## config.mk

```make
export PLATFORM = sky130hd
export DESIGN_NAME = load_store_unit_flat
export DESIGN_NICKNAME = d
export VERILOG_FILES = /design/src/rtl/load_store_unit_if.sv /design/src/rtl/load_store_unit.sv /design/src/flat_wrapper.sv
export SDC_FILE = /design/constraint.sdc
export NUM_CORES = 1
export LEC_CHECK = 0
export CORE_AREA = 3 3 114 116
export DETAILED_ROUTE_END_ITERATION = 16
export DIE_AREA = 0 0 117 119
export GPL_TIMING_DRIVEN = 0
export PLACE_DENSITY = 0.9
export SYNTH_ARGS = -nofsm -noshare
export SYNTH_HDL_FRONTEND = slang
export SYNTH_SLANG_ARGS = --single-unit
```

## constraint.sdc

```tcl
create_clock -name clk -period 2.1 [get_ports clk]
set_input_delay 0.525 -clock clk [delete_from_list [all_inputs] [get_ports clk]]
set_output_delay 0.525 -clock clk [all_outputs]
set_load 0.05 [all_outputs]
```

## src/rtl/load_store_unit_if.sv

```systemverilog
// Request and data-bus bundle for the load/store unit.
// The unit uses the slave modport; execute and the memory model use the master modport.
interface load_store_unit_if;
  logic        i_valid;
  logic        o_ready;
  logic        i_is_load;
  logic        i_is_store;
  logic [2:0]  i_funct3;
  logic [31:0] i_addr;
  logic [31:0] i_store_data;
  logic [4:0]  i_rd;

  logic        o_mem_req;
  logic        o_mem_we;
  logic [31:0] o_mem_addr;
  logic [31:0] o_mem_wdata;
  logic [3:0]  o_mem_wstrb;
  logic        i_mem_ack;
  logic [31:0] i_mem_rdata;

  logic        o_rf_write_enable;
  logic [4:0]  o_rf_write_address;
  logic [31:0] o_rf_write_data;
  logic        o_fault;
  logic        o_store_done;

  modport slave (
    input  i_valid, i_is_load, i_is_store, i_funct3, i_addr, i_store_data, i_rd,
    input  i_mem_ack, i_mem_rdata,
    output o_ready, o_mem_req, o_mem_we, o_mem_addr, o_mem_wdata, o_mem_wstrb,
    output o_rf_write_enable, o_rf_write_address, o_rf_write_data, o_fault, o_store_done
  );

  modport master (
    output i_valid, i_is_load, i_is_store, i_funct3, i_addr, i_store_data, i_rd,
    output i_mem_ack, i_mem_rdata,
    input  o_ready, o_mem_req, o_mem_we, o_mem_addr, o_mem_wdata, o_mem_wstrb,
    input  o_rf_write_enable, o_rf_write_address, o_rf_write_data, o_fault, o_store_done
  );
endinterface

```

## src/rtl/load_store_unit.sv

```systemverilog
// Memory-access stage: one load/store per transaction over a valid/ack bus,
// with load alignment/extension, register file writeback and fault reporting.
module load_store_unit (
  input logic              clk,
  input logic              reset,
  load_store_unit_if.slave bus
);

  localparam logic [1:0] IDLE  = 2'd0;
  localparam logic [1:0] REQ   = 2'd1;
  localparam logic [1:0] WB    = 2'd2;
  localparam logic [1:0] FAULT = 2'd3;

  logic [1:0]  state_q, state_d;
  logic [31:0] addr_q, addr_d;
  logic [31:0] storeData_q, storeData_d;
  logic [2:0]  funct3_q, funct3_d;
  logic        isLoad_q, isLoad_d;
  logic [4:0]  rd_q, rd_d;
  logic [31:0] wbData_q, wbData_d;
  logic        storeDone_q, storeDone_d;

  logic        typeOk, funct3Ok, misaligned, requestBad;
  logic [7:0]  laneByte;
  logic [15:0] laneHalf;
  logic [31:0] loadResult;
  logic [31:0] laneWdata;
  logic [3:0]  laneWstrb;
  logic        reqActive;

  // Legality of the incoming request, evaluated on the raw inputs in IDLE
  always_comb begin
    typeOk     = bus.i_is_load ^ bus.i_is_store;
    funct3Ok   = 1'b0;
    misaligned = 1'b0;
    case (bus.i_funct3)
      3'b000: funct3Ok = 1'b1;
      3'b001: begin funct3Ok = 1'b1;          misaligned = bus.i_addr[0];      end
      3'b010: begin funct3Ok = 1'b1;          misaligned = |bus.i_addr[1:0];   end
      3'b100: funct3Ok = bus.i_is_load;
      3'b101: begin funct3Ok = bus.i_is_load; misaligned = bus.i_addr[0];      end
      default: funct3Ok = 1'b0;
    endcase
    requestBad = !typeOk || !funct3Ok || misaligned;
  end

  always_comb begin
    laneByte = bus.i_mem_rdata[{addr_q[1:0], 3'b000} +: 8];
    laneHalf = bus.i_mem_rdata[{addr_q[1], 4'b0000} +: 16];
    case (funct3_q)
      3'b000:  loadResult = {{24{laneByte[7]}}, laneByte};
      3'b001:  loadResult = {{16{laneHalf[15]}}, laneHalf};
      3'b100:  loadResult = {24'd0, laneByte};
      3'b101:  loadResult = {16'd0, laneHalf};
      default: loadResult = bus.i_mem_rdata;
    endcase
  end

  always_comb begin
    case (funct3_q[1:0])
      2'b00: begin laneWdata = {4{storeData_q[7:0]}};  laneWstrb = 4'b0001 << addr_q[1:0]; end
      2'b01: begin laneWdata = {2{storeData_q[15:0]}}; laneWstrb = 4'b0011 << addr_q[1:0]; end
      default: begin laneWdata = storeData_q;          laneWstrb = 4'b1111;               end
    endcase
  end

  // Next-state logic; fields are captured on every acceptance, even faulting ones
  always_comb begin
    state_d     = state_q;
    addr_d      = addr_q;
    storeData_d = storeData_q;
    funct3_d    = funct3_q;
    isLoad_d    = isLoad_q;
    rd_d        = rd_q;
    wbData_d    = wbData_q;
    storeDone_d = 1'b0;
    case (state_q)
      IDLE: begin
        if (bus.i_valid) begin
          addr_d      = bus.i_addr;
          storeData_d = bus.i_store_data;
          funct3_d    = bus.i_funct3;
          isLoad_d    = bus.i_is_load;
          rd_d        = bus.i_rd;
          state_d     = requestBad ? FAULT : REQ;
        end
      end
      REQ: begin
        if (bus.i_mem_ack) begin
          if (isLoad_q) begin
            wbData_d = loadResult;
            state_d  = WB;
          end else begin
            storeDone_d = 1'b1;
            state_d     = IDLE;
          end
        end
      end
      WB:      state_d = IDLE;
      FAULT:   state_d = IDLE;
      default: state_d = IDLE;
    endcase
  end

  always_ff @(posedge clk) begin
    if (reset) begin
      state_q     <= IDLE;
      addr_q      <= '0;
      storeData_q <= '0;
      funct3_q    <= '0;
      isLoad_q    <= 1'b0;
      rd_q        <= '0;
      wbData_q    <= '0;
      storeDone_q <= 1'b0;
    end else begin
      state_q     <= state_d;
      addr_q      <= addr_d;
      storeData_q <= storeData_d;
      funct3_q    <= funct3_d;
      isLoad_q    <= isLoad_d;
      rd_q        <= rd_d;
      wbData_q    <= wbData_d;
      storeDone_q <= storeDone_d;
    end
  end

  // Control outputs are masked by reset so nothing leaks out in the reset cycle
  assign reqActive              = (state_q == REQ) && !reset;
  assign bus.o_ready            = (state_q == IDLE) && !reset;
  assign bus.o_mem_req          = reqActive;
  assign bus.o_mem_we           = reqActive && !isLoad_q;
  assign bus.o_mem_addr         = {addr_q[31:2], 2'b00};
  assign bus.o_mem_wdata        = laneWdata;
  assign bus.o_mem_wstrb        = (reqActive && !isLoad_q) ? laneWstrb : 4'b0000;
  assign bus.o_rf_write_enable  = (state_q == WB) && (rd_q != 5'd0) && !reset;
  assign bus.o_rf_write_address = rd_q;
  assign bus.o_rf_write_data    = wbData_q;
  assign bus.o_fault            = (state_q == FAULT) && !reset;
  assign bus.o_store_done       = storeDone_q && !reset;

endmodule

```

## src/flat_wrapper.sv

```systemverilog
// flat-port wrapper written by rule: the top's interface ports become plain ports
module load_store_unit_flat 
  (clk, reset, bus_i_valid, bus_i_is_load, bus_i_is_store, bus_i_funct3, bus_i_addr, bus_i_store_data, bus_i_rd, bus_i_mem_ack, bus_i_mem_rdata, bus_o_ready, bus_o_mem_req, bus_o_mem_we, bus_o_mem_addr, bus_o_mem_wdata, bus_o_mem_wstrb, bus_o_rf_write_enable, bus_o_rf_write_address, bus_o_rf_write_data, bus_o_fault, bus_o_store_done);
  load_store_unit_if bus_i ();
  input logic clk;
  input logic reset;
  input wire logic [$bits(bus_i.i_valid)-1:0] bus_i_valid;
  input wire logic [$bits(bus_i.i_is_load)-1:0] bus_i_is_load;
  input wire logic [$bits(bus_i.i_is_store)-1:0] bus_i_is_store;
  input wire logic [$bits(bus_i.i_funct3)-1:0] bus_i_funct3;
  input wire logic [$bits(bus_i.i_addr)-1:0] bus_i_addr;
  input wire logic [$bits(bus_i.i_store_data)-1:0] bus_i_store_data;
  input wire logic [$bits(bus_i.i_rd)-1:0] bus_i_rd;
  input wire logic [$bits(bus_i.i_mem_ack)-1:0] bus_i_mem_ack;
  input wire logic [$bits(bus_i.i_mem_rdata)-1:0] bus_i_mem_rdata;
  output wire logic [$bits(bus_i.o_ready)-1:0] bus_o_ready;
  output wire logic [$bits(bus_i.o_mem_req)-1:0] bus_o_mem_req;
  output wire logic [$bits(bus_i.o_mem_we)-1:0] bus_o_mem_we;
  output wire logic [$bits(bus_i.o_mem_addr)-1:0] bus_o_mem_addr;
  output wire logic [$bits(bus_i.o_mem_wdata)-1:0] bus_o_mem_wdata;
  output wire logic [$bits(bus_i.o_mem_wstrb)-1:0] bus_o_mem_wstrb;
  output wire logic [$bits(bus_i.o_rf_write_enable)-1:0] bus_o_rf_write_enable;
  output wire logic [$bits(bus_i.o_rf_write_address)-1:0] bus_o_rf_write_address;
  output wire logic [$bits(bus_i.o_rf_write_data)-1:0] bus_o_rf_write_data;
  output wire logic [$bits(bus_i.o_fault)-1:0] bus_o_fault;
  output wire logic [$bits(bus_i.o_store_done)-1:0] bus_o_store_done;
  assign bus_i.i_valid = bus_i_valid;
  assign bus_i.i_is_load = bus_i_is_load;
  assign bus_i.i_is_store = bus_i_is_store;
  assign bus_i.i_funct3 = bus_i_funct3;
  assign bus_i.i_addr = bus_i_addr;
  assign bus_i.i_store_data = bus_i_store_data;
  assign bus_i.i_rd = bus_i_rd;
  assign bus_i.i_mem_ack = bus_i_mem_ack;
  assign bus_i.i_mem_rdata = bus_i_mem_rdata;
  assign bus_o_ready = bus_i.o_ready;
  assign bus_o_mem_req = bus_i.o_mem_req;
  assign bus_o_mem_we = bus_i.o_mem_we;
  assign bus_o_mem_addr = bus_i.o_mem_addr;
  assign bus_o_mem_wdata = bus_i.o_mem_wdata;
  assign bus_o_mem_wstrb = bus_i.o_mem_wstrb;
  assign bus_o_rf_write_enable = bus_i.o_rf_write_enable;
  assign bus_o_rf_write_address = bus_i.o_rf_write_address;
  assign bus_o_rf_write_data = bus_i.o_rf_write_data;
  assign bus_o_fault = bus_i.o_fault;
  assign bus_o_store_done = bus_i.o_store_done;
  load_store_unit u_core (.clk(clk), .reset(reset), .bus(bus_i));
endmodule
```

Yosys cells after proc, flatten, opt, wreduce, memory -nomap -nowiden --
Cells that the tools add are included.
Operators by class: add/subtract/negate cells 0, multiply operators 0, div/mod/pow operators 0, magnitude comparators 0, equal/unequal tests 13, shift-type cells 4, mux-type cells 12, bitwise logic cells 3, reduce and logical (&&, ||, !) cells 27
Operators by type and width (count):
- one-hot mux 32 bit (4 select lines) | 1
- one-hot mux 32 bit (2 select lines) | 1
- variable part select 32 x 6 -> 16 bit | 1
- variable part select 32 x 6 -> 8 bit | 1
- equality test 3 bit (second input constant) | 4
- 2-to-1 mux 2 bit | 4
- one-hot mux 4 bit (2 select lines) | 1
- OR reduction 2 bit | 4
- logical AND 1 bit | 7
- equality test 3 x 1 -> 1 bit (second input constant) | 2
- zero test 3 bit | 2
- one-hot mux 2 bit (3 select lines) | 1
- OR reduction 3 bit | 2
- nonzero test 5 bit | 1
- equality test 2 x 1 -> 1 bit (second input constant) | 2
- equality test 2 bit (second input constant) | 2
- zero test 1 bit | 4
- zero test 2 bit | 2
- 2-to-1 mux 4 bit | 1
- != test 2 bit (second input constant) | 2
- one-hot mux 1 bit (2 select lines) | 2
- AND reduction 2 bit | 2
- left shift 1 x 2 -> 4 bit (first input constant) | 1
- left shift 2 x 2 -> 4 bit (first input constant) | 1
- 6 further kinds | 8
Storage, ports and cells: register bits after elaboration 108, bits in latches 0, memory bits (writable) 0, ROM bits 0, output and inout port bits 111, word-level logic and storage cells 67, memories 0

Depth between registers and ports, before layout --
Gate-level depths: netlist of the first run.
word-level depth 9, depth in mapped cells 7

Worst setup path after synthesis of the first run --
Ideal clock, no wire load.
kind input-to-output, start point input port reset, end point output port bus_o_mem_wstrb[0], data arrival time 2782 ps, data required time 1575 ps, slack -1207 ps, cell stages on the path 5, cell sequence clkbuf_1 nor2_1 and2_1 nor2b_1 o21a_1
On the way: longest elaborated chain between the ends 4
RTL lines:
- start, declared | RTL line flat_wrapper.sv:6 | input logic reset;
- zero test 1 bit | RTL line load_store_unit.sv:128 | assign reqActive = (state_q == REQ) && !reset;
- logical AND 1 bit | RTL line load_store_unit.sv:128
- via bus_o_mem_req | RTL line flat_wrapper.sv:17 | output wire logic [$bits(bus_i.o_mem_req)-1:0] bus_o_mem_req;
- logical AND 1 bit
- via bus_o_mem_we | RTL line flat_wrapper.sv:18 | output wire logic [$bits(bus_i.o_mem_we)-1:0] bus_o_mem_we;
- 2-to-1 mux 4 bit | RTL line load_store_unit.sv:134 | assign bus.o_mem_wstrb = (reqActive && !isLoad_q) ? laneWstrb : 4'b0000;
- end, declared | RTL line flat_wrapper.sv:21 | output wire logic [$bits(bus_i.o_mem_wstrb)-1:0] bus_o_mem_wstrb;
The timed path passes the listed nets, and every way through them passes these cells.

Worst setup path in the final report of the first run --
start point register u_core.rd_q[3] (netlist: u_core.bus.o_rf_write_address[3]), end point output port bus_o_rf_write_enable
On the way: longest elaborated chain between the ends 3
RTL lines:
- start, declared | RTL line load_store_unit.sv:19 | logic [4:0] rd_q, rd_d;
- start signal, assigned | RTL line load_store_unit.sv:121 | rd_q <= rd_d;
- nonzero test 5 bit | RTL line load_store_unit.sv:135 | assign bus.o_rf_write_enable = (state_q == WB) && (rd_q != 5'd0) && !reset;
- logical AND 1 bit (2 in series) | RTL line load_store_unit.sv:135
- end, declared | RTL line flat_wrapper.sv:22 | output wire logic [$bits(bus_i.o_rf_write_enable)-1:0] bus_o_rf_write_enable;
No other way between the ends.

==> impl.org, run 1 <==
** Worst setup path
- Required time of the worst setup path :: 1570 ps
- The cell family contributing the most delay on the critical path is simple AND/OR/NAND/NOR gates.
- The startpoint identified for the worst register-to-register timing path is u_core.addr_q[1]$_SDFFE_PP0P_.
- Worst EP arrival :: 1580 ps
- The endpoint identified for the worst register-to-register timing path is u_core.bus.o_rf_write_data[28]$_SDFFE_PP0P_.
- Along the worst path, the maximum fanout reaches 3.
- The critical path in this run is classified as flip-flop to output pin.
- Critical Path, Cell by Cell :: or4_4, nor2_4, nor4b_4, buf_6
- The worst setup path is launched from a flip-flop.
- For the worst flop-to-flop path, the logic depth is 7.
- The number of buffers and inverters on the critical path is 1.
- The setup check on the worst reg-to-reg path leaves a slack of 170 ps.
- The worst setup path is captured at an output pin.
- Among all stages on the critical path, the largest delay is contributed by sky130_fd_sc_hd__or4_4.
- Biggest cell delay along the critical path :: 540 ps

** Yosys
- Netlist Area Pre-Place :: 5161 sq um
- Asr flop ratio synth :: 0%
- For this run, the leading register cell type out of synthesis is sky130_fd_sc_hd__dfxtp_1.
- Averaged over all synthesized cells, the footprint is 7.928 sq um.
- Number of distinct standard cells referenced by the synthesized netlist :: 42
- Summed over its instances, the top area cell type makes up 41.89% of the synthesized netlist area.
- Share of synthesized area occupied by flip-flops and latches :: 41.89%
- Post-synthesis sequential element count :: 108
- After synthesis, the cell types taking the most area are sky130_fd_sc_hd__dfxtp_1 (42%), sky130_fd_sc_hd__nand2_1 (12%), sky130_fd_sc_hd__a21oi_1 (9.3%).
- Warnings from Yosys :: 0
- Post-synthesis cell type with the largest combined area :: sky130_fd_sc_hd__dfxtp_1
- The synthesized design contains 0 enable-type register cells.
- The cell count after synthesis came out at 651.

** Worst hold path
- The worst hold path begins at u_core.addr_q[29]$_SDFFE_PP0P_.
- The worst hold path belongs to the class flip-flop to flip-flop.
- For hold timing, the worst endpoint is u_core.addr_q[29]$_SDFFE_PP0P_.
- The worst hold path was traced through 2 stages.

** Floorplanning
- Die boundary height :: 119 microns
- Number of top-level design ports :: 221
- Die Footprint :: 13920 sq um
- CORE AREA :: 12010 sq um
- For this configuration, the core starts out at a cell density of 42.97%.
- Die X :: 117 microns
- Row generation in the floorplan step produced 40 rows.

** Power and ir drop
- Sequential share of power :: 40.7%
- In this run, the clock network consumes 29.5% of the power.
- For this design the static power due to leakage is 3.571 nW.
- Combinational logic is responsible for 29.8% of the overall power.
- Cell internal power was estimated by the tool at 3.697 mW.
- In this run the power density over the cells is 648.1 nW/um^2.
- Switching fraction of total power :: 33.01%
- Total Power :: 5.518 mW
- Reported net switching power :: 1.821 mW
- Worst voltage drop across the vdd grid :: 0.7282 mV

** STA
- Share of the clock period used by the worst path after layout :: 100.2%
- Setup repair after global routing missed its margin :: true
- Smallest hold slack :: 455.4 ps
- Worst rel slew slack :: 63.47%
- Adding up every negative setup slack in the final design gives -3.389 ps.
- After layout, the worst setup slack is -3.389 ps.
- The count of final hold-check violations was 0.
- The routed design could run at a clock period as short as 2103 ps.
- Peak Freq :: 475.4 MHz
- Max Transition Viols Final :: 0
- Worst Max-Slew Pin Slew :: 546.2 ps
- On the final layout, the worst clock skew is 8.850 ps.
- Final Setup Violations :: 1

** Detailed routing
- After detailed routing, the number of vias per cell comes to 5.337.
- For this run, design rule violations remaining after detail routing come to 0.
- Routed via count :: 5615
- Wires add up to 18700 microns.
- Average detailed-routed wire length per instance :: 17.77 microns
- For this block, the initial DRC count from the detailed router was 418.
- First drt pass iteration count :: 5
- Number of routed nets with antenna violations :: 0

** Outcome
- Violations in the final reports :: negative setup slack
- The run finished, with violations left.

** CTS
- Worst-path clk slew :: 70 ps
- In this run the clock root is driven by a sky130_fd_sc_hd__clkbuf_16.
- TritonCTS built the clock tree.
- CTS saw 108 sinks.
- Number of buffers on the longest clock path :: 2
- After clock tree synthesis, the flow added hold-fix buffers numbering 0.
- For the worst-skew pair, the clock arrives at the later sink with an insertion delay of 360 ps.
- H-tree levels :: 3
- Clock tree synthesis inserted a total of 9 buffers.

** Place
- Sum of net half-perimeters after detailed placement :: 13220 microns
- Global placement routability congestion :: 0.8727
- The number of placed instances, taps included, is 1016.
- Before CTS, the worst setup slack after placement is -1134 ps.
- Post-place instance area :: 7645 sq um
- During placement, the flow inserted port buffers numbering 217.

** Layout
- Net total in the final layout :: 1010
- Design area :: 8514 sq um
- Area growth, synth to finish :: 64.97%
- For this run, the number of standard cells in the final layout without fillers is 1052.
- The repair_antennas step left the layout with diodes totalling 0.
- Utilization after layout :: 70.89%
- Fraction of final layout cells sized beyond drive strength 1 :: 24.31%

** GRT
- Global-route congestion overflow total :: 0
- Initial antenna violation count :: 0
- Across every metal layer, demand over resource in global routing totals 25.74%.
- The via count of the first global-routing pass is 5449.
- Entering global routing, the biggest net connects 18 pins.
- The first global-routing pass estimated 28090 microns of wire.

** Flow run
- Maxcap violations :: 0
==> sequential cells by signal, summed over array words and instances (netlist names) <==
signal and cells:
u_core.state_q 2, u_core.bus.o_rf_write_data 32, u_core.funct3_q 3, u_core.storeData_q 32, u_core.isLoad_q 1, u_core.bus.o_rf_write_address 5
u_core.addr_q 32, u_core.storeDone_q 1
==> worst min-delay path: cells and delay by family, from the launching register on <==
kind | cells | cell delay (ps)
AOI/OAI and AO/OA | 1 | 50
DFF | 1 | 310
and+or+nand+nor | 1 | 50
==> cell usage after synthesis, types with 2 or more instances <==
| library cell | n |
|---|---|
| sky130_fd_sc_hd__and2_1 | 2 |
| sky130_fd_sc_hd__dfxtp_1 | 108 |
| sky130_fd_sc_hd__a21oi_1 | 96 |
| sky130_fd_sc_hd__buf_1 | 3 |
| sky130_fd_sc_hd__a22o_1 | 11 |
| sky130_fd_sc_hd__nand2_1 | 171 |
| sky130_fd_sc_hd__mux2i_1 | 9 |
| sky130_fd_sc_hd__nor3_1 | 3 |
| sky130_fd_sc_hd__o21ai_0 | 24 |
| sky130_fd_sc_hd__or2_2 | 2 |
| sky130_fd_sc_hd__a2111oi_0 | 7 |
| sky130_fd_sc_hd__o21a_1 | 4 |
| sky130_fd_sc_hd__nor2_1 | 20 |
| sky130_fd_sc_hd__clkbuf_1 | 44 |
| sky130_fd_sc_hd__a22o_2 | 6 |
| sky130_fd_sc_hd__mux2_2 | 17 |
| sky130_fd_sc_hd__buf_6 | 2 |
| sky130_fd_sc_hd__nor2b_1 | 9 |
| sky130_fd_sc_hd__a221oi_1 | 7 |
| sky130_fd_sc_hd__nand2b_1 | 32 |
| sky130_fd_sc_hd__buf_4 | 40 |
| sky130_fd_sc_hd__nand3b_1 | 14 |
==> worst max-delay path by stage <==
stage,slack (ps),start,cells after the start,end
6_report,-3,u_core.bus.o_rf_write_address[3]$_SDFFE_PP0P_,4,bus_o_rf_write_enable
5_1_grt,-50,u_core.bus.o_rf_write_address[3]$_SDFFE_PP0P_,4,bus_o_rf_write_enable
4_1_cts,-60,bus_i_mem_ack,6,u_core.bus.o_rf_write_data[5]$_SDFFE_PP0P_
3_5_place_dp,-1130,u_core.funct3_q[1]$_SDFFE_PP0P_,6,bus_o_mem_wdata[31]
3_3_place_gp,-1100,u_core.funct3_q[1]$_SDFFE_PP0P_,6,bus_o_mem_wdata[25]
2_1_floorplan,-250,reset,5,bus_o_mem_wstrb[0]
==> cells by family after synthesis <==
group / Yosys count / share of synthesized area (%)
AO/OA/AOI/OAI: 163 / 19.25
buffers and inverters: 91 / 9.842
flip-flops: 108 / 41.89
multiplexers: 28 / 6.182
other: 1 / 0.07266
AND/OR/NAND/NOR: 260 / 22.76
==> area by class of cell <==
type                       instances  area [sq um]
buffer                            84         621.8
clock buffer                      11         242.7
clock inverter                     5         36.28
fill                             902          3497
inverter                           1         3.754
multi-input combinational        453          2809
sequential                       108          2183
tap                              147         183.9
timing repair buffer             243          2434
==> cell usage in the layout (no fill, tap or decap), drive strengths merged, types with 3 or more instances in the layout <==
| master | n |
|---|---|
| clkbuf | 52 |
| dlygate4sd2 | 41 |
| nor2b | 9 |
| nand2 | 171 |
| o21ai | 24 |
| clkinvlp | 3 |
| a2111oi | 8 |
| mux2i | 9 |
| clkdlybuf4s50 | 138 |
| clkdlybuf4s15 | 3 |
| a221oi | 7 |
| nor2 | 20 |
| nand2b | 32 |
| buf | 100 |
| a22o | 17 |
| o21a | 4 |
| a21oi | 96 |
| dfxtp | 108 |
| mux2 | 18 |
| dlymetal6s2s | 4 |
| nand3b | 14 |
| nor3 | 3 |
==> what timing repair did <==
action                                  4_1_cts  5_1_grt
buffers inserted                             16        7
pin swaps                                     6        8
endpoints found under the hold margin         0        0
endpoints found under the setup margin      119       74
resized for setup                           326       70
gates cloned                                  1        2
==> power groups by stage <==
stage               registers, mW  clock network (mW)  logic (mW)
floorplan                    2.29                   0       0.901
global placement             2.27                   0        1.49
detailed placement           2.27                   0        1.51
CTS                          2.24                1.66        1.58
global route                 2.26                1.75        1.74
finish                       2.24                1.63        1.65
==> routing by layer <==
layer  global-route usage [%]  wire length, microns
met4                    8.100                   468
met3                    11.48                  2226
met2                    42.85                  9036
met5                        0                     0
met1                    29.27                  6966
(Power assumes the default switching activity.)
==> run 2, diff against run 1 <==
- CORE_AREA: 3 3 114 116 -> 3 3 112 114
- DIE_AREA: 0 0 117 119 -> 0 0 115 117
- DONT_BUFFER_PORTS: default -> 1
- PLACE_DENSITY: 0.9 -> 0.68
==> impl.org, run 2 (synthesis results as in run 1) <==
** STA
- The hold slack is 293.7 ps (-161.7 ps).
- The final setup skew was 6.462 ps (-2.388 ps).
- Worst Setup Slack, final :: -296.6 ps (-293.2 ps)
- Clock period minus final worst setup slack :: 2397 ps (+293.2 ps)
- Number of endpoints with negative hold slack in the final report :: 0 (unchanged)
- Worst Max-Slew Pin Slew :: 745.0 ps (+198.9 ps)
- The top achievable clock speed is 417.3 MHz (-12%).
- The final count of negative-setup-slack endpoints came to 6 (+5).
- Setup repair after global routing missed its margin :: true
- The max-slew violation count is 0 (unchanged).
- The final period utilization was 114.1% (+14 points).
- The normalized max-slew margin is 50.12% (-13 points).

** CTS
- Clock Root Buffer :: sky130_fd_sc_hd__clkbuf_16
- Worst-skew pair later-pin latency :: 350 ps (about the same)
- Number of buffers on the longest clock path :: 2 (unchanged)
- Num CTS Buffers :: 9 (unchanged)
- The number of levels in the clock H-tree was 3 (unchanged).
- TritonCTS built the clock tree.
- Worst-path clk slew :: 70 ps (about the same)
- Quantity of hold-fixing buffers added after cts :: 0 (unchanged)
- The clock sink total was 108 (unchanged).

** Worst setup path
- The worst setup path is captured at an output pin.
- The maximum fanout along the worst path came to 6 (+3).
- Crit start category :: flip-flop
- The setup path with the least slack is of type flip-flop to output pin.
- The critical path data arrival time was 1870 ps (+290 ps).
- The worst path required time was 1570 ps (about the same).

** Layout
- The final layout net count was 782 (-23%).
- Diodes inserted :: 0 (unchanged)
- From synthesis to final layout, the design area changed by 20.82%.
- Commonest cells after routing, fill and taps aside :: sky130_fd_sc_hd__nand2_1 (171), sky130_fd_sc_hd__dfxtp_1 (99), sky130_fd_sc_hd__a21oi_1 (96)
- Utilization after layout :: 54.15% (-17 points)
- Most common library cell in the layout ignoring fill and taps :: sky130_fd_sc_hd__nand2_1
- The fraction of layout cells with a size suffix above 1 came to 22.45% (-1.9 points).

** Floorplanning
- Die boundary height :: 117 microns (-1.7%)
- The number of I/O pins is 221 (unchanged).
- Floorplan row count :: 39 (-2.5%)
- CORE AREA :: 11520 sq um (-4.1%)
- The effective utilization at floorplan is 44.82% (+1.8 points).
- Die X :: 115 microns (-1.7%)
- The die area is 13460 sq um (-3.4%).

** Power and ir drop
- Total Power :: 5.487 mW (-0.57%)
- The power per cell area came to 879.9 nW/um^2 (+36%).
- The worst vdd rail ir drop was 0.6929 mV (-4.9%).
- The static power due to leakage is 2.375 nW (-33%).

** GRT
- The pin count of the biggest net entering global routing was 17 (-1).
- The global-route total usage across every layer is 22.16% (-3.6 points).
- The wire length of the first global-routing pass was 23050 microns (-18%).
- The initial antenna violation count is 0 (unchanged).
- The remaining global-route overflow was 0 (unchanged).
- Number of global-route vias before repair :: 4349 (-20%)

** Detailed routing
- The residual antenna-violating net count after detailed routing came to 0 (unchanged).
- The detailed router's first-iteration violation count came to 255 (-39%).
- Final wirelength :: 15550 microns (-17%)
- The wire length per cell after detailed routing came to 18.96 microns (+6.7%).
- The detailed-router iteration count before antenna repair was 4 (-1).
- Routed via count :: 4529 (-19%)
- Vias per cell :: 5.523 (+3.5%)
- The remaining routing DRC violations is 0 (unchanged).

** Place
- Input/output buffers :: 0 (-100%)
- Global placement routability congestion :: 0.9025 (+3.4%)
- The detailed placement HPWL is 11920 microns (-9.8%).

** Flow run
- Maxcap violations :: 0 (unchanged)

** Outcome
- Violations in the final reports :: negative setup slack
- The flow ran to the end, but the final reports show violations.

** Worst hold path
- The path class of the tightest hold or removal check is primary input to flip-flop.
==> run 2: cell count changes in the layout (fill, tap and decap cells not counted), moves of 7 or more <==
| cell | previous run | this run |
|---|---|---|
| sky130_fd_sc_hd__clkbuf_1 | 26 | 34 |
| sky130_fd_sc_hd__clkdlybuf4s50_1 | 138 | 0 |
| sky130_fd_sc_hd__mux2_2 | 16 | 9 |
| sky130_fd_sc_hd__mux2_4 | 2 | 9 |
| sky130_fd_sc_hd__buf_6 | 18 | 3 |
| sky130_fd_sc_hd__dlygate4sd2_1 | 41 | 0 |
| sky130_fd_sc_hd__buf_4 | 68 | 49 |
==> run 2: critical path: stages, from the launching register on <==
cell and delay [ps]:
sky130_fd_sc_hd__dfxtp_4 360, sky130_fd_sc_hd__nor2_4 90, sky130_fd_sc_hd__and2_4 250, sky130_fd_sc_hd__nor2b_4 500
sky130_fd_sc_hd__o21a_4 320
==> run 2: per-stage QoR <==
stage	setup slack [ps]	instances	instance area, sq um	TNS, ps
after global routing	-383.9	820	6236	-1838
final	-296.6	820	6236	-1248
after CTS	-341.8	811	6082	-1717
after floorplan	-248.7	652	5289	-731.6
after detailed placement	-448.8	795	5468	-10270
after global placement	-441.2	795	5468	-9781
==> run 2: power breakdown <==
part	leakage (nW)	internal (mW)	switching, mW	total, mW
combinational	1.31	0.372	0.767	1.14
sequential	0.888	2.15	0.132	2.28
clock	0.177	1.32	0.745	2.07
total	2.38	3.84	1.64	5.49
==> run 2: path summary, 6_finish.rpt <==
path	from	slack, ps	depth (start not counted)	end
hold / removal	bus_i_mem_ack	290	1	u_core.storeDone_q$_SDFF_PP0_
setup / recovery	u_core.state_q[1]$_SDFFE_PP0P_	-300	4	bus_o_mem_wstrb[3]
setup reg to reg	u_core.state_q[0]$_SDFFE_PP0P_	140	5	u_core.bus.o_rf_write_data[5]$_SDFFE_PP0P_
hold reg to reg	u_core.addr_q[2]$_SDFFE_PP0P_	450	2	u_core.addr_q[2]$_SDFFE_PP0P_
==> run 2: area by class of cell <==
| cell class | instances | area, sq um |
|---|---|---|
| Tap cell | 143 | 178.9 |
| Fill cell | 1090 | 5280 |
| Multi-Input combinational cell | 453 | 2754 |
| Clock inverter | 4 | 120.1 |
| Inverter | 1 | 3.754 |
| Sequential cell | 108 | 2193 |
| Timing Repair Buffer | 11 | 112.6 |
| Clock buffer | 12 | 246.5 |
| Buffer | 88 | 626.9 |
==> run 2: timing repair <==
item                       in CTS  in global routing
setup endpoints to repair      52                 76
buffers inserted                1                  9
gates resized for setup        69                 24
gates cloned                    0                  1
pin swaps                       5                  9
==> run 2: layer usage <==
layer / vias to the layer above / GRT usage [%] / wire [microns]
met5: - / 0 / 0
met4: 0 / 10.09 / 384
met3: 23 / 8.483 / 1705
met2: 197 / 36.50 / 7384
met1: 2098 / 25.61 / 6073
li1: 2211 / - / -
==> run 3, diff against run 2 <==
- clock period: 2.1 -> 3.1 ns (I/O delays scaled with it)
==> impl.org, run 3 (synthesis results as in run 1) <==
** STA
- The count of final hold-check violations came to 0 (unchanged).
- The max-slew violation count was 0 (unchanged).
- Peak Freq :: 329.6 MHz
- The hold slack is 456.0 ps (+162.3 ps).
- The clock period could shrink to 3034 ps.
- Worst Max-Slew Pin Slew :: 1040 ps (+294.7 ps)
- Worst clock skew :: 7.663 ps (+1.201 ps)
- The normalized max-slew margin came to 30.43% (-20 points).
- Final Setup Violations :: 0 (-6)
- Share of the clock period used by the worst path after layout :: 97.87%
- Worst Setup Slack, final :: 66.01 ps (+362.6 ps)
- The total negative slack is 0 ps (+1248 ps).

** Worst hold path
- The worst hold path cell count is 2 (+1).
- Worst min-delay path category :: flip-flop to flip-flop
- For hold timing, the worst endpoint is u_core.addr_q[7]$_SDFFE_PP0P_.
- HP Start :: u_core.addr_q[7]$_SDFFE_PP0P_

** Detailed routing
- Vias per cell :: 5.615 (+1.7%)
- The wire length per cell after detailed routing is 19.11 microns (+0.79%).
- First drt pass iteration count :: 5 (+1)
- The detailed router's first-iteration violation count was 284 (+11%).
- The residual antenna-violating net count after detailed routing came to 0 (unchanged).
- DR DRC count :: 0 (unchanged)
- The aggregate routed wire length came to 15500 microns (-0.32%).
- The routed via count was 4554 (+0.55%).

** CTS
- The clock network latency to the later pin of the worst-skew pair came to 360 ps (about the same).
- Worst-path clk slew :: 80 ps (about the same)
- The number of buffers added for setup after CTS is 0 (-1).
- Clock Root Buffer :: sky130_fd_sc_hd__clkbuf_16
- Quantity of hold-fixing buffers added after cts :: 0 (unchanged)
- TritonCTS built the clock tree.
- The number of levels in the clock H-tree was 3 (unchanged).
- The buffer levels on the longest clock path was 2 (unchanged).
- Num CTS Buffers :: 9 (unchanged)
- The clock sink total came to 108 (unchanged).

** Worst setup path
- STA classifies the critical path endpoint as an output pin.
- The critical path data arrival time is 2260 ps (+390 ps).
- The worst path required time was 2320 ps (+750 ps).
- Slowest cell on the critical path :: sky130_fd_sc_hd__o21ai_2
- The worst stage delay on the critical path came to 520 ps (+20 ps).
- The flop-to-flop setup slack is 850 ps (+710 ps).
- Critical Path, Cell by Cell :: clkbuf_1, buf_2, mux2i_1, o21ai_2
- The worst register-to-register path ends at u_core.bus.o_rf_write_data[2]$_SDFFE_PP0P_.
- In this run the critical register-to-register path is launched from u_core.state_q[0]$_SDFFE_PP0P_.
- Kind of critical path :: flip-flop to output pin
- The count of cells along the worst register-to-register path was 5 (unchanged).
- Critical Path Fanout Max :: 10 (+4)
- Crit start category :: flip-flop

** Place
- The post-place instance area came to 5365 sq um (-1.9%).
- Minimum setup slack after placement :: -402.4 ps (+46.37 ps)
- Instance count after placement with tap cells included :: 795 (unchanged)
- Input/output buffers :: 0 (unchanged)
- The detailed placement HPWL is 11900 microns (-0.15%).
- Global placement routability congestion :: 0.9055 (+0.33%)

** Layout
- Commonest cells after routing, fill and taps aside :: sky130_fd_sc_hd__nand2_1 (171), sky130_fd_sc_hd__dfxtp_1 (108), sky130_fd_sc_hd__a21oi_1 (96)
- The final layout net count was 773 (-1.2%).
- The area growth from synthesis to layout is 12.99%.
- The fraction of layout cells with a size suffix above 1 was 16.92% (-5.5 points).
- Most common library cell in the layout ignoring fill and taps :: sky130_fd_sc_hd__nand2_1
- Number of standard cells in the final layout excluding fillers :: 811 (-1.1%)
- The final core utilization was 50.64% (-3.5 points).
- The final antenna diode count was 0 (unchanged).
- Design area :: 5832 sq um (-6.5%)

** Power and ir drop
- The power per cell area is 620.0 nW/um^2 (-30%).
- The worst vdd rail ir drop is 0.4596 mV (-34%).
- Leak pwr :: 2.218 nW (-6.6%)
- The final total power was 3.616 mW (-34%).

** Floorplanning
- The height of the die came to 117 microns (unchanged).
- The effective utilization at floorplan came to 44.82% (unchanged).
- Floorplan row count :: 39 (unchanged)
- The die area came to 13460 sq um (unchanged).
- The core area is 11520 sq um (unchanged).
- The die width was 115 microns (unchanged).
- Number of top-level design ports :: 221 (unchanged)

** GRT
- Maximum number of pins on one net before global-route repair :: 20 (+3)
- The wire length of the first global-routing pass was 23190 microns (+0.60%).
- Number of global-route vias before repair :: 4381 (+0.74%)
- The remaining global-route overflow was 0 (unchanged).
- All-Layer GR Usage :: 22.08% (-0.084 points)
- Initial antenna violation count :: 0 (unchanged)

** Outcome
- Outcome :: complete, no violations

** Flow run
- The max-capacitance violation count is 0 (unchanged).
## run 3: cell types whose count changed in the layout (fill, tap and decap cells not counted), moves of 8 or more
cell and delta:
sky130_fd_sc_hd__dfxtp_1 +9, sky130_fd_sc_hd__dfxtp_4 -8, sky130_fd_sc_hd__mux2i_2 -8, sky130_fd_sc_hd__mux2i_1 +8, sky130_fd_sc_hd__buf_4 -9, sky130_fd_sc_hd__mux2_4 -8, sky130_fd_sc_hd__mux2_2 +8
## run 3: what timing repair did
item | in CTS | in global routing
endpoints found under the hold margin | 0 | 0
endpoints found under the setup margin | 21 | 12
gates resized for setup | 22 | 10
## run 3: worst max-delay path, delay by kind of cell (launching register included)
kind / cells / cell delay, ps
multiplexers: 1 / 160
buffers and inverters: 2 / 800
flip-flops: 1 / 420
AO/OA/AOI/OAI: 1 / 520
## run 3: worst max path at each step
stage / end / startpoint / slack (ps) / depth (start not counted)
final: bus_o_mem_wdata[30] / u_core.funct3_q[0]$_SDFFE_PP0P_ / 70 / 4
after detailed placement: bus_o_mem_wstrb[3] / reset / -400 / 5
after CTS: bus_o_mem_wdata[26] / u_core.funct3_q[1]$_SDFFE_PP0P_ / 30 / 3
after floorplan: bus_o_mem_wstrb[0] / reset / -20 / 5
after global routing: bus_o_mem_wdata[30] / u_core.funct3_q[0]$_SDFFE_PP0P_ / -30 / 4
after global placement: bus_o_mem_wdata[26] / u_core.funct3_q[0]$_SDFFE_PP0P_ / -600 / 4
## run 3: final cells by class
cell class | instances | area, sq um
flip-flops and latches | 108 | 2162
multi-input cells | 453 | 2623
clock inverters | 7 | 127.6
fillers | 1111 | 5684
inverters | 1 | 3.754
well taps | 143 | 178.9
plain buffers | 90 | 511.7
clock buffers | 9 | 225.2
## run 3: layer usage
metal	global-route usage, %	up-vias	share of wire, %
met5	0	-	0
met4	8.920	0	2.2
met2	36.77	207	49
li1	-	2179	-
met3	8.586	29	11
met1	25.55	2139	38
## run 3: power by group
part / total [mW] / leakage (nW) / internal (mW) / switching [mW]
sequential: 1.54 / 0.882 / 1.46 / 0.0831
clock: 1.36 / 0.173 / 0.803 / 0.559
combinational: 0.713 / 1.16 / 0.200 / 0.513
